===== src/rtl/fanout_pkg.sv =====
// Shared constants and types for the eager fanout fork.
// Optional lockstep mode is enabled with the FANOUT_LOCKSTEP_EN macro.
package fanout_pkg;

    localparam int FANOUT_NUM_OUT_DEF    = 7;
    localparam int FANOUT_DATA_WIDTH_DEF = 17;

    // Per-branch mask at the default fanout width.
    typedef logic [FANOUT_NUM_OUT_DEF-1:0] fanout_mask_t;

endpackage


===== src/rtl/fanout_pend_tracker.sv =====
// Tracks slot occupancy and the set of branches still owed the current token.
// With FANOUT_LOCKSTEP_EN defined, a lockstep input makes all pending branches
// take together only when every pending branch is ready.
module fanout_pend_tracker
    import fanout_pkg::*;
#(
    parameter int NUM_OUT = FANOUT_NUM_OUT_DEF
) (
`ifdef FANOUT_LOCKSTEP_EN
    input  logic               lockstep,
`endif
    input  logic               clk,
    input  logic               rst_n,
    input  logic               flush,
    input  logic               accept,
    input  logic [NUM_OUT-1:0] act,
    input  logic [NUM_OUT-1:0] out_ready,
    output logic [NUM_OUT-1:0] out_valid,
    output logic               full,
    output logic               done
);

    logic               full_q, full_d;
    logic [NUM_OUT-1:0] pend_q, pend_d;
    logic [NUM_OUT-1:0] take;
    logic [NUM_OUT-1:0] pend_n;

    // Valid comes only from registered state, never from out_ready.
    assign out_valid = {NUM_OUT{full_q}} & pend_q;

    // Branch handshakes: eager per-branch, or all-at-once in lockstep mode.
    always_comb begin
        take = out_valid & out_ready;
`ifdef FANOUT_LOCKSTEP_EN
        if (lockstep) begin
            take = out_valid & {NUM_OUT{full_q & (&(out_ready | ~pend_q))}};
        end
`endif
    end

    assign pend_n = pend_q & ~take;
    assign done   = full_q & (pend_n == '0);
    assign full   = full_q;

    // Next-state: flush wins, then load/drop of a new token, then retire.
    always_comb begin
        full_d = full_q;
        pend_d = pend_n;
        if (flush) begin
            full_d = 1'b0;
            pend_d = '0;
        end else if (accept) begin
            // A token with no active branch is consumed without occupying the slot.
            full_d = |act;
            pend_d = act;
        end else if (done) begin
            full_d = 1'b0;
            pend_d = '0;
        end
    end

    // Occupancy and pending-branch registers.
    always_ff @(posedge clk or negedge rst_n) begin
        if (!rst_n) begin
            full_q <= 1'b0;
            pend_q <= '0;
        end else begin
            full_q <= full_d;
            pend_q <= pend_d;
        end
    end

endmodule


===== src/rtl/eager_fanout_fork.sv =====
// One-entry broadcast slot feeding NUM_OUT consumers that take independently.
// Optional macro FANOUT_LOCKSTEP_EN adds cfg_lockstep for legacy all-ready takes.
module eager_fanout_fork
    import fanout_pkg::*;
#(
    parameter int NUM_OUT    = FANOUT_NUM_OUT_DEF,
    parameter int DATA_WIDTH = FANOUT_DATA_WIDTH_DEF
) (
    input  logic                  clk,
    input  logic                  rst_n,
    input  logic [NUM_OUT-1:0]    cfg_en,
    input  logic [NUM_OUT-1:0]    cfg_sel,
`ifdef FANOUT_LOCKSTEP_EN
    input  logic                  cfg_lockstep,
`endif
    input  logic                  flush,
    input  logic [DATA_WIDTH-1:0] in_data,
    input  logic                  in_valid,
    output logic                  in_ready,
    output logic [DATA_WIDTH-1:0] out_data,
    output logic [NUM_OUT-1:0]    out_valid,
    input  logic [NUM_OUT-1:0]    out_ready,
    output logic                  busy
);

    logic [NUM_OUT-1:0]    act;
    logic                  full;
    logic                  done;
    logic                  accept;
    logic [DATA_WIDTH-1:0] data_q, data_d;

    // Active set is sampled only when a token is accepted.
    assign act = cfg_en & cfg_sel;

    // The slot refills in the same cycle the last branch takes the old token.
    assign in_ready = ~flush & (~full | done);
    assign accept   = in_valid & in_ready;
    assign busy     = full;
    assign out_data = data_q;

    fanout_pend_tracker #(
        .NUM_OUT (NUM_OUT)
    ) u_tracker (
`ifdef FANOUT_LOCKSTEP_EN
        .lockstep  (cfg_lockstep),
`endif
        .clk       (clk),
        .rst_n     (rst_n),
        .flush     (flush),
        .accept    (accept),
        .act       (act),
        .out_ready (out_ready),
        .out_valid (out_valid),
        .full      (full),
        .done      (done)
    );

    // Capture only tokens that have at least one destination.
    always_comb begin
        data_d = data_q;
        if (accept && (act != '0)) begin
            data_d = in_data;
        end
    end

    // Broadcast data register.
    always_ff @(posedge clk or negedge rst_n) begin
        if (!rst_n) begin
            data_q <= '0;
        end else begin
            data_q <= data_d;
        end
    end

endmodule

===== config.mk =====
export PLATFORM = sky130hd
export DESIGN_NAME = eager_fanout_fork
export DESIGN_NICKNAME = d
export VERILOG_FILES = /design/src/rtl/fanout_pkg.sv /design/src/rtl/fanout_pend_tracker.sv /design/src/rtl/eager_fanout_fork.sv
export SDC_FILE = /design/constraint.sdc
export NUM_CORES = 1
export LEC_CHECK = 0
export ABC_AREA = 1
export CORE_MARGIN = 2
export CORE_UTILIZATION = 43
export DETAILED_ROUTE_END_ITERATION = 12
export PLACE_DENSITY = 0.93
export SETUP_SLACK_MARGIN = 0.02
export SLEW_MARGIN = 20
export SYNTH_ARGS = -nofsm -noshare
export SYNTH_HDL_FRONTEND = slang
export SYNTH_SLANG_ARGS = --single-unit

===== constraint.sdc =====
create_clock -name clk -period 2.35 [get_ports clk]
set_input_delay 0.47 -clock clk [delete_from_list [all_inputs] [get_ports clk]]
set_output_delay 0.47 -clock clk [all_outputs]
set_load 0.02 [all_outputs]

# After elaboration in Yosys (flattened, before gate mapping)
# Cells that the tools add are included.
[op_classes]
mux = 6
reduce_logical = 5
bitwise = 11
[ops]
columns = ["op", "n"]
rows = [
  ["$and A7 B7 Y7", 4],
  ["$mux W7", 3],
  ["$logic_not A7 Y1", 1],
  ["$not A7 Y7", 1],
  ["$reduce_bool A7 Y1", 1],
  ["$reduce_or A7 Y1", 1],
  ["$and A1 B1 Y1", 3],
  ["$mux W1", 3],
  ["$reduce_bool A3 Y1", 1],
  ["$not A1 Y1", 2],
  ["$logic_and A1 B1 Y1", 1],
  ["$or A1 B1 Y1", 1],
]
[word_totals]
elab_cells = 25
in_bits = 42
out_inout_bits = 26
reg_bits = 25

# Longest topological paths before layout
# Gate-level depths: netlist of run 1.
[logic_depth]
ltp_word = 11
depth_mapped = 11
depth_no_buf = 10

# Modules after synthesis
# A second synthesis of run 1 with hierarchy kept.
[hier_totals]
cells_unflattened = 170
area_unflattened_um2 = 1372.6
[modules_own_cells]
columns = ["module", "area_each_um2", "n_inst", "cells_per_inst", "seq_area_each_um2"]
rows = [
  ["eager_fanout_fork", 879.6, 1, 99, 425.4],
  ["fanout_pend_tracker", 493.0, 1, 71, 200.2],
]

# Worst setup path after synthesis of run 1
# Ideal clock, no wire load.
[synth_path]
kind = "register -> output"
startpoint = "register u_tracker.full_q, in the netlist u_tracker.full"
endpoint = "output in_ready"
slack_ps = 520
path_stages_with_launch = 8
path_buffers = 3
arrival_time_ps = 1360
required_ps = 1880
cell_sequence = "dfrtp_1 -> buf_6 -> buf_12 -> a21boi_4 -> nor2_4 -> nand2_4 -> a21oi_4 -> buf_6"
[synth_between]
elab_chain_len = 8
word_cells_on_any_way = 9
cone_classes = "bitwise: 8; reduce/logical: 1"
[synth_lines]
columns = ["item", "line", "rtl"]
rows = [
  ["start: declaration", "fanout_pend_tracker.sv:23", "logic full_q, full_d;"],
  ["start signal: assignment", "fanout_pend_tracker.sv:68", "full_q <= full_d;"],
  ["$and A7 B7 Y7", "fanout_pend_tracker.sv:29", "assign out_valid = {NUM_OUT{full_q}} & pend_q;"],
  ["$and A7 B7 Y7", "fanout_pend_tracker.sv:33", "take = out_valid & out_ready;"],
  ["$not A7 Y7", "fanout_pend_tracker.sv:41", "assign pend_n = pend_q & ~take;"],
  ["$and A7 B7 Y7", "fanout_pend_tracker.sv:41", ""],
  ["$logic_not A7 Y1", "fanout_pend_tracker.sv:42", "assign done = full_q & (pend_n == '0);"],
  ["$and A1 B1 Y1", "fanout_pend_tracker.sv:42", ""],
  ["$or A1 B1 Y1 (*)", "eager_fanout_fork.sv:36", "assign in_ready = ~flush & (~full | done);"],
  ["$and A1 B1 Y1 (*)", "eager_fanout_fork.sv:36", ""],
  ["end: declaration", "eager_fanout_fork.sv:19", "output logic in_ready,"],
]
# Mark *: on every way between the ends. The rest lies on a longest branch, timed or not.

# Worst setup path in the final report of run 1
[layout_path]
startpoint = "register u_tracker.full_q, in the netlist u_tracker.full"
endpoint = "output out_valid[4]"
[layout_between]
elab_chain_len = 1
[layout_lines]
columns = ["item", "line", "rtl"]
rows = [
  ["$and A7 B7 Y7", "fanout_pend_tracker.sv:29", ""],
  ["end: declaration", "eager_fanout_fork.sv:21", "output logic [NUM_OUT-1:0] out_valid,"],
]
# Every way passes these cells.

==> results of run 1 <==
layer usage:
metal,global-route usage (%),wire length (um),vias up
met3,2.77,139,6
met4,6.52,44,0
met2,36.1,1750,36
met1,25.5,1420,580
li1,-,-,683
met5,0,0,-
logic make-up after synthesis:
group | after synthesis | synth area share (%)
and+or+nand+nor | 118 | 41.8
AOI/OAI and AO/OA | 3 | 3.16
DFF | 25 | 45.2
buffers and inverters | 21 | 9.85
per-stage QoR:
stage	TNS [ns]	instance area [um2]	std cells
after global routing	0	2140	286
after global placement	-0.224	2120	282
final	0	2140	286
after CTS	0	2140	286
after detailed placement	-0.243	2120	282
after floorplan	0	1390	167
worst max-delay path, delay by kind of cell (launching register included):
kind	cells	cell delay, ns
simple gates	1	0.05
buf+inv	3	0.83
flops	1	0.51
registers in the layout, indices dropped and copies added (netlist names):
register          flops
u_tracker.full        1
u_tracker.pend_q      7
out_data             17
what timing repair did:
action	in CTS	in global routing
buffers inserted	0	0
hold buffers	0	0
resized for setup	2	2
endpoints found under the setup margin	1	1
placed cells by master, fill, tap and decap left out:
| cell type | count |
|---|---|
| nand4_4 | 1 |
| nand4_1 | 21 |
| buf_4 | 13 |
| nor2_4 | 2 |
| clkbuf_1 | 1 |
| nand2_4 | 2 |
| clkbuf_2 | 1 |
| o21ai_2 | 1 |
| nand2_1 | 73 |
| dfrtp_1 | 24 |
| nand3_1 | 1 |
| clkdlybuf4s50_1 | 66 |
| a21oi_4 | 1 |
| a21boi_4 | 1 |
| dfrtp_2 | 1 |
| nor2_2 | 1 |
| clkbuf_4 | 3 |
| nand3_2 | 1 |
| clkinv_2 | 1 |
| inv_1 | 11 |
| nand3_4 | 1 |
| nand2_2 | 5 |
| nor2_1 | 10 |
power groups by stage:
stage          Clock [W]  Sequential (W)  Combinational [W]
2_1_floorplan          0        0.000646           0.000225
3_3_place_gp           0        0.000567           0.000562
3_5_place_dp           0        0.000567           0.000576
4_1_cts         0.000199        0.000563           0.000575
5_1_grt         0.000217        0.000574           0.000615
6_report        0.000188        0.000562           0.000569
final cells by class:
type / instances / share of cell area (%)
Timing Repair Buffer: 80 / 35.7
Multi-Input combinational cell: 121 / 29.1
Inverter: 12 / 2.16
Sequential cell: 25 / 29.3
Clock buffer: 4 / 1.23
Tap cell: 44 / 2.57
path summary, 6_finish.rpt:
check / start / end
min reg2reg: out_data[9] / out_data[9]
max reg2reg: u_tracker.full / out_data[10]
max: u_tracker.full / out_valid[4]
min: rst_n / out_data[4]
min in group clk: out_data[9] / out_data[9]
max in group asynchronous: rst_n / u_tracker.full
==> impl_metrics.json, run 1 <==
{
  "first_global_vias": 1264,
  "hold_viol_final": 0,
  "holdWs_ns": 0.491,
  "switchingPower_w": 0.000463,
  "cp_slowest_cell": "clkdlybuf4s50_1",
  "root_buffer": "clkbuf_4",
  "antenna_cells": 0,
  "cts_max_level": 1,
  "p_int_w": 0.000856,
  "syn_area_per_cell_um2": 8.29,
  "ys_types": 23,
  "r2r_cells": 8,
  "synthCells": 167,
  "period_share_pct": 92.2,
  "synth_warnings": 0,
  "clk_pin_slew_worst_paths_ns": 0.13,
  "routed_wl_um": 3360,
  "antenna_found_initial": 0,
  "register_area_um2": 627,
  "routedWlPerCell_um": 11.7,
  "slew_violations": 0,
  "rows": 20,
  "dp_hpwl_um": 2640,
  "place_congestion": 0.705,
  "track_usage_pct": 20.3,
  "ir_worst_vdd_mv": 0.407,
  "synth-seq-cells": 25,
  "ctsLongestPathBuffers": 2,
  "p_seq_share_pct": 42.6,
  "dr.pass1.iters": 4,
  "fp.coreArea_um2": 3050,
  "synthTopCellsByCount": "nand2_1, dfrtp_1, nand4_1, inv_1, nor2_1",
  "synth_most_common_cell": "nand2_1",
  "syn_nets": 209,
  "fillers": 245,
  "drive_gt1_share_pct": 14.5,
  "pwr-share-comb_pct": 43.1,
  "fin_skew_ns": 0.00278,
  "vias": 1305,
  "die_w_um": 60.8,
  "synthArstFlopShare_pct": 100,
  "critical_path_class": "reg2out",
  "tightest_slew_ns": 0.356,
  "clk-insertion-delay-late_ns": 0.31,
  "post-route-util_pct": 70.1,
  "ant_nets": 0,
  "pin_count": 68,
  "rsz0062_at_grt": "no",
  "synth_top_area_share_pct": 45.2,
  "yosysSeqAreaShare_pct": 45.2,
  "synth.cell_area_um2": 1390,
  "grt_overflow": 0,
  "synthTopCellsByArea": "dfrtp_1, nand2_1, nand4_1",
  "start_util_pct": 45.4,
  "grt_pass1_wl_um": 5620,
  "max_stage_delay_ns": 0.60,
  "worstSetupStartpointType": "flop",
  "final.setup.worst_slack_ns": 0.182,
  "finalPower_w": 0.00132,
  "cts_tree": "yes",
  "first_iter_violations": 30,
  "reg2reg_slack_ns": 0.71,
  "status": "complete, no violations",
  "synthFlopType": "dfrtp_1",
  "synth_edf_count": 0,
  "worstPathCellList": "buf_4, nand2_1, inv_1, clkdlybuf4s50_1",
  "die-area_um2": 3690,
  "slew_headroom_pct": 76.2,
  "hold_path_class": "in2async",
  "route.detailed.drc": 0,
  "p_leak_nw": 1.08,
  "clkPwrFrac_pct": 14.3,
  "clock_sinks": 25,
  "setup_viol": 0,
  "area_growth_pct": 54.6,
  "synth_top_area_cell": "dfrtp_1",
  "grt_max_degree": 26,
  "power_density_nw_per_um2": 616,
  "arrival_ns": 1.70,
  "final_nets": 285,
  "worstPathRequired_ns": 1.88,
  "sw_frac_of_total_pct": 35.1,
  "worst_setup_path_end_kind": "output pin",
  "cp_max_fo": 12,
  "max_freq_ghz": 0.461,
  "die_h_um": 60.8,
  "fin_crit_ns": 2.17,
  "cts_buffers": 3,
  "drt-vias-per-instance": 4.56,
  "multi_input_area_um2": 623,
  "post-place-ws_ns": -0.243,
  "drv_cap": 0,
  "io_buffers": 67
}
(Power assumes the default switching activity.)
==> run 2, diff against run 1 <==
CORE_MARGIN = not set   (was 2)
==> run 2 against run 1 <==
Routed wire length decreased by 0.15%; setup slack lost 0.045 ns; core utilization did not move; combinational power about the same; highest routed layer unchanged; die area down 6.5%; critical endpoint is now in_ready; via count grew 1.5%.
==> impl_metrics.json, run 2 (synthesis gave the netlist of run 1 again) <==
{
  "largest_reg_flops": 17,
  "start_util_pct": 45.4,
  "root_buffer": "clkbuf_4",
  "ir_worst_vdd_mv": 0.381,
  "clk-insertion-delay-late_ns": 0.31,
  "io_buffers": 67,
  "dp_cells": 282,
  "max_freq_ghz": 0.452,
  "vias": 1324,
  "worst_setup_path_end_kind": "output pin",
  "route.detailed.drc": 0,
  "cp_slowest_cell": "clkdlybuf4s50_1",
  "max_stage_delay_ns": 0.46,
  "first_global_vias": 1265,
  "final_nets": 285,
  "layout_common_cells": "nand2_1, clkdlybuf4s50_1, dfrtp_1",
  "grt_max_degree": 26,
  "clk_pin_slew_worst_paths_ns": 0.13,
  "cts_max_level": 1,
  "critical_path_class": "in2out",
  "r2r_cells": 9,
  "worstPathCellList": "clkdlybuf4s50_1, nand2_1, nand2_1, nand2_1, nor2_4, nand2_4, a21oi_4, buf_2",
  "fin_skew_ns": 0.00533,
  "cts_tree": "yes",
  "status": "complete, no violations",
  "worstSetupStartpointType": "primary input",
  "register_area_um2": 627,
  "clock_sinks": 25,
  "post-route-util_pct": 70.1,
  "drt-vias-per-instance": 4.63,
  "setup_viol": 0,
  "final.setup.worst_slack_ns": 0.137,
  "cp_max_fo": 6,
  "routedWlPerCell_um": 11.7,
  "die_h_um": 58.8,
  "place_congestion": 0.791,
  "slew_violations": 0,
  "tightest_slew_ns": 0.355,
  "ctsLongestPathBuffers": 2,
  "slew_headroom_pct": 76.3,
  "first_iter_violations": 31,
  "die_w_um": 58.8,
  "grt_pass1_wl_um": 5470,
  "drv_cap": 0,
  "ant_nets": 0,
  "layout_commonest_cell": "nand2_1",
  "dr.pass1.iters": 4,
  "cp_common_cell": "nand2_1",
  "post-place-ws_ns": -0.313,
  "post_cts_buffers": 0,
  "arrival_ns": 1.74,
  "dp_hpwl_um": 2630,
  "antenna_cells": 0,
  "power_density_nw_per_um2": 616,
  "cts_buffers": 3,
  "p_leak_nw": 1.08,
  "rows": 20,
  "die-area_um2": 3450,
  "routed_wl_um": 3350,
  "holdWs_ns": 0.497,
  "worstPathRequired_ns": 1.88,
  "grt_overflow": 0,
  "fin_crit_ns": 2.21,
  "hold_viol_final": 0,
  "fp.coreArea_um2": 3050,
  "reg2reg_slack_ns": 0.68,
  "pin_count": 68,
  "period_share_pct": 94.2,
  "multi_input_area_um2": 623,
  "track_usage_pct": 20.8,
  "rsz0062_at_grt": "no",
  "hold_path_class": "in2async",
  "fillers": 260,
  "area_growth_pct": 54.6,
  "ctsHoldBuffers": 0,
  "drive_gt1_share_pct": 14.5,
  "antenna_found_initial": 0,
  "layout.cells.non_filler": 286
}
[run 2: changes by cell type in the layout (fill, tap and decap cells not counted), sizes merged]
cell,before,now
buf,13,14
clkbuf,5,4
[run 2: what timing repair did]
| action | CTS | global route |
|---|---|---|
| resized for setup | 4 | 1 |
| pin swaps | 0 | 0 |
| gates cloned | 0 | 0 |
| setup endpoints to repair | 1 | 1 |
[run 2: final timing paths]
| path | start | end |
|---|---|---|
| max in group asynchronous | rst_n | u_tracker.full |
| min reg2reg | out_data[16] | out_data[16] |
| max | out_ready[5] | in_ready |
| min | rst_n | out_data[3] |
| max reg2reg | u_tracker.full | out_data[8] |
| min in group clk | out_data[16] | out_data[16] |
[run 2: layer usage]
metal,global-route usage [%],share of wire [%]
met4,8.16,1.4
met2,38.6,55
met3,2.86,3.8
met1,24.0,40
met5,0,0
[run 2: critical path, delay by kind of cell]
family,cells,cell delay [ns]
compound gates,1,0.18
simple gates,5,0.44
buf+inv,2,0.66
[run 2: layout make-up]
| type | count | area share [%] |
|---|---|---|
| Timing Repair Buffer | 80 | 35.7 |
| Sequential cell | 25 | 29.3 |
| Multi-Input combinational cell | 121 | 29.1 |
| Tap cell | 44 | 2.57 |
| Inverter | 12 | 2.16 |
| Clock buffer | 4 | 1.23 |
[run 2: report_power, final]
group	switching [W]	leakage, nW	internal (W)
Sequential	0.0000533	0.317	0.000509
Clock	0.000119	0.0150	0.0000661
Combinational	0.000291	0.745	0.000281
[run 2: per-stage QoR]
stage               setup TNS (ns)  area (um2)  power [W]
finish                           0        2140    0.00132
global route                     0        2140    0.00140
global placement            -0.291        2120    0.00113
floorplan                        0        1390   0.000870
CTS                              0        2150    0.00133
detailed placement          -0.313        2120    0.00114
==> run 3, diff against run 2 <==
CORE_UTILIZATION = 50   (was 43)
DONT_BUFFER_PORTS = 1   (was not set)
PLACE_DENSITY = 0.73   (was 0.93)
SKIP_LAST_GASP = 1   (was not set)
==> run 3 against run 2 <==
Critical path depth shrank 2; critical path type is now reg2out; core utilization shrank 15 points; sequential power grew 17%; highest routed layer unchanged; sequential share of layout area grew 15 points; power shrank 17%; largest cell class is now registers.
==> impl_metrics.json, run 3 (synthesis gave the netlist of run 1 again) <==
{
  "drt-vias-per-instance": 5.49,
  "routed_wl_um": 2800,
  "grt_pass1_wl_um": 4060,
  "antenna_found_initial": 0,
  "fillers": 240,
  "power_density_nw_per_um2": 771,
  "ant_nets": 0,
  "ctsHoldBuffers": 2,
  "area_growth_pct": 2.17,
  "arrival_ns": 1.66,
  "met1Wirelength_um": 1090,
  "r2r_cells": 9,
  "crit_start": "u_tracker.full",
  "cp_max_fo": 14,
  "multi_input_area_um2": 623,
  "post_cts_resized": 0,
  "clk-insertion-delay-late_ns": 0.31,
  "post_cts_buffers": 0,
  "hp-start": "flush",
  "die_h_um": 54.6,
  "worstSetupStartpointType": "flop",
  "ir_worst_vdd_mv": 0.584,
  "slew_headroom_pct": 73.6,
  "worst-path-buf-inv": 0,
  "fin_skew_ns": 0.00156,
  "start_util_pct": 54.4,
  "dr_wl_met2_um": 1520,
  "post-route-util_pct": 55.6,
  "dp_cells": 191,
  "cp_common_cell": "nand2_1",
  "ctsLongestPathBuffers": 2,
  "routedWlPerCell_um": 14.2,
  "cts_max_level": 1,
  "vias": 1081,
  "tightest_slew_ns": 0.395,
  "drive_gt1_share_pct": 15.0,
  "period_share_pct": 90.6,
  "tns_ns": 0,
  "fin_crit_ns": 2.13,
  "worstSetupPathDepth": 6,
  "hold_viol_final": 0,
  "rows": 18,
  "fp.coreArea_um2": 2540,
  "die-area_um2": 2980,
  "pin_count": 68,
  "final_nets": 210,
  "die_w_um": 54.6,
  "finalPower_w": 0.00109,
  "worst_setup_path_end_kind": "output pin",
  "critical_path.top_delay_family": "flip-flops",
  "hold_path_depth": 1,
  "grt_overflow": 0,
  "track_usage_pct": 19.0,
  "post-place-ws_ns": 0.494,
  "cp_slowest_cell": "dfrtp_1",
  "hold_path_class": "in2reg",
  "setup_viol": 0,
  "critical_path_class": "reg2out",
  "register_area_um2": 626,
  "place_congestion": 0.870,
  "cts_buffers": 3,
  "max_freq_ghz": 0.470,
  "first_iter_violations": 12,
  "wl_met3_um": 152,
  "first_global_vias": 943,
  "route.detailed.drc": 0,
  "cts_tree": "yes",
  "status": "complete, no violations",
  "p_leak_nw": 0.790,
  "final.setup.worst_slack_ns": 0.220,
  "antenna_cells": 0,
  "rsz0062_at_grt": "no",
  "clock_sinks": 25,
  "layout.cells.non_filler": 197,
  "r2r-start": "u_tracker.full",
  "worstPathRequired_ns": 1.88,
  "drv_cap": 0,
  "clk_pin_slew_worst_paths_ns": 0.14,
  "top_layer": "met4",
  "layout_commonest_cell": "nand2_1",
  "layout_common_cells": "nand2_1, dfrtp_1, nand4_1",
  "max_stage_delay_ns": 0.61,
  "root_buffer": "clkbuf_4",
  "io_buffers": 0,
  "dr.pass1.iters": 4,
  "largest_reg_flops": 17,
  "grt_max_degree": 26,
  "slew_violations": 0,
  "worstPathCellList": "nand2_1, nand2_1, nand2_1, nor2_4, nand2_4, a21oi_4",
  "dp_hpwl_um": 2110
}
[run 3: power breakdown]
part	internal [W]	leakage, nW	switching [W]	total (W)
Sequential	0.000508	0.318	0.000147	0.000655
Clock	0.0000649	0.0139	0.000133	0.000198
Combinational	0.0000882	0.458	0.000151	0.000239
Total	0.000661	0.790	0.000431	0.00109
[run 3: per-layer routing]
| metal | vias up | track usage (%) |
|---|---|---|
| met5 | - | 0 |
| met4 | 0 | 6.84 |
| met3 | 4 | 3.06 |
| met2 | 39 | 33.1 |
| met1 | 500 | 23.3 |
| li1 | 538 | - |
[run 3: cell type report]
| cell class | instances | area share [%] |
|---|---|---|
| well taps | 30 | 2.65 |
| clock buffers | 3 | 1.59 |
| multi-input cells | 121 | 44.0 |
| clock inverters | 1 | 0.531 |
| inverters | 12 | 3.27 |
| flip-flops and latches | 25 | 44.2 |
| repair buffers | 5 | 3.71 |
[run 3: stage by stage]
stage                     hold slack [ns]  cell area [um2]
after floorplan                     0.174             1390
after global placement              0.175             1360
after detailed placement            0.175             1360
after CTS                           0.186             1420
after global routing                0.175             1420
final                               0.194             1420
[run 3: worst reg2reg max path: stages, from the launching register on]
cell and delay, ns:
dfrtp_1 0.61, nand2_1 0.11, nand2_1 0.11, nand2_1 0.11, nor2_4 0.12, nand2_4 0.07, a21oi_4 0.22, buf_4 0.26
nand4_1 0.12, nand2_1 0.09
[run 3: final timing paths]
check                                       to  slack (ns)
min                        u_tracker.pend_q[2]        0.19
min reg2reg                u_tracker.pend_q[1]        0.64
max in group asynchronous  u_tracker.pend_q[3]        1.65
max reg2reg                        out_data[4]        0.49
max                                   in_ready        0.22
min in group asynchronous          out_data[3]        0.56
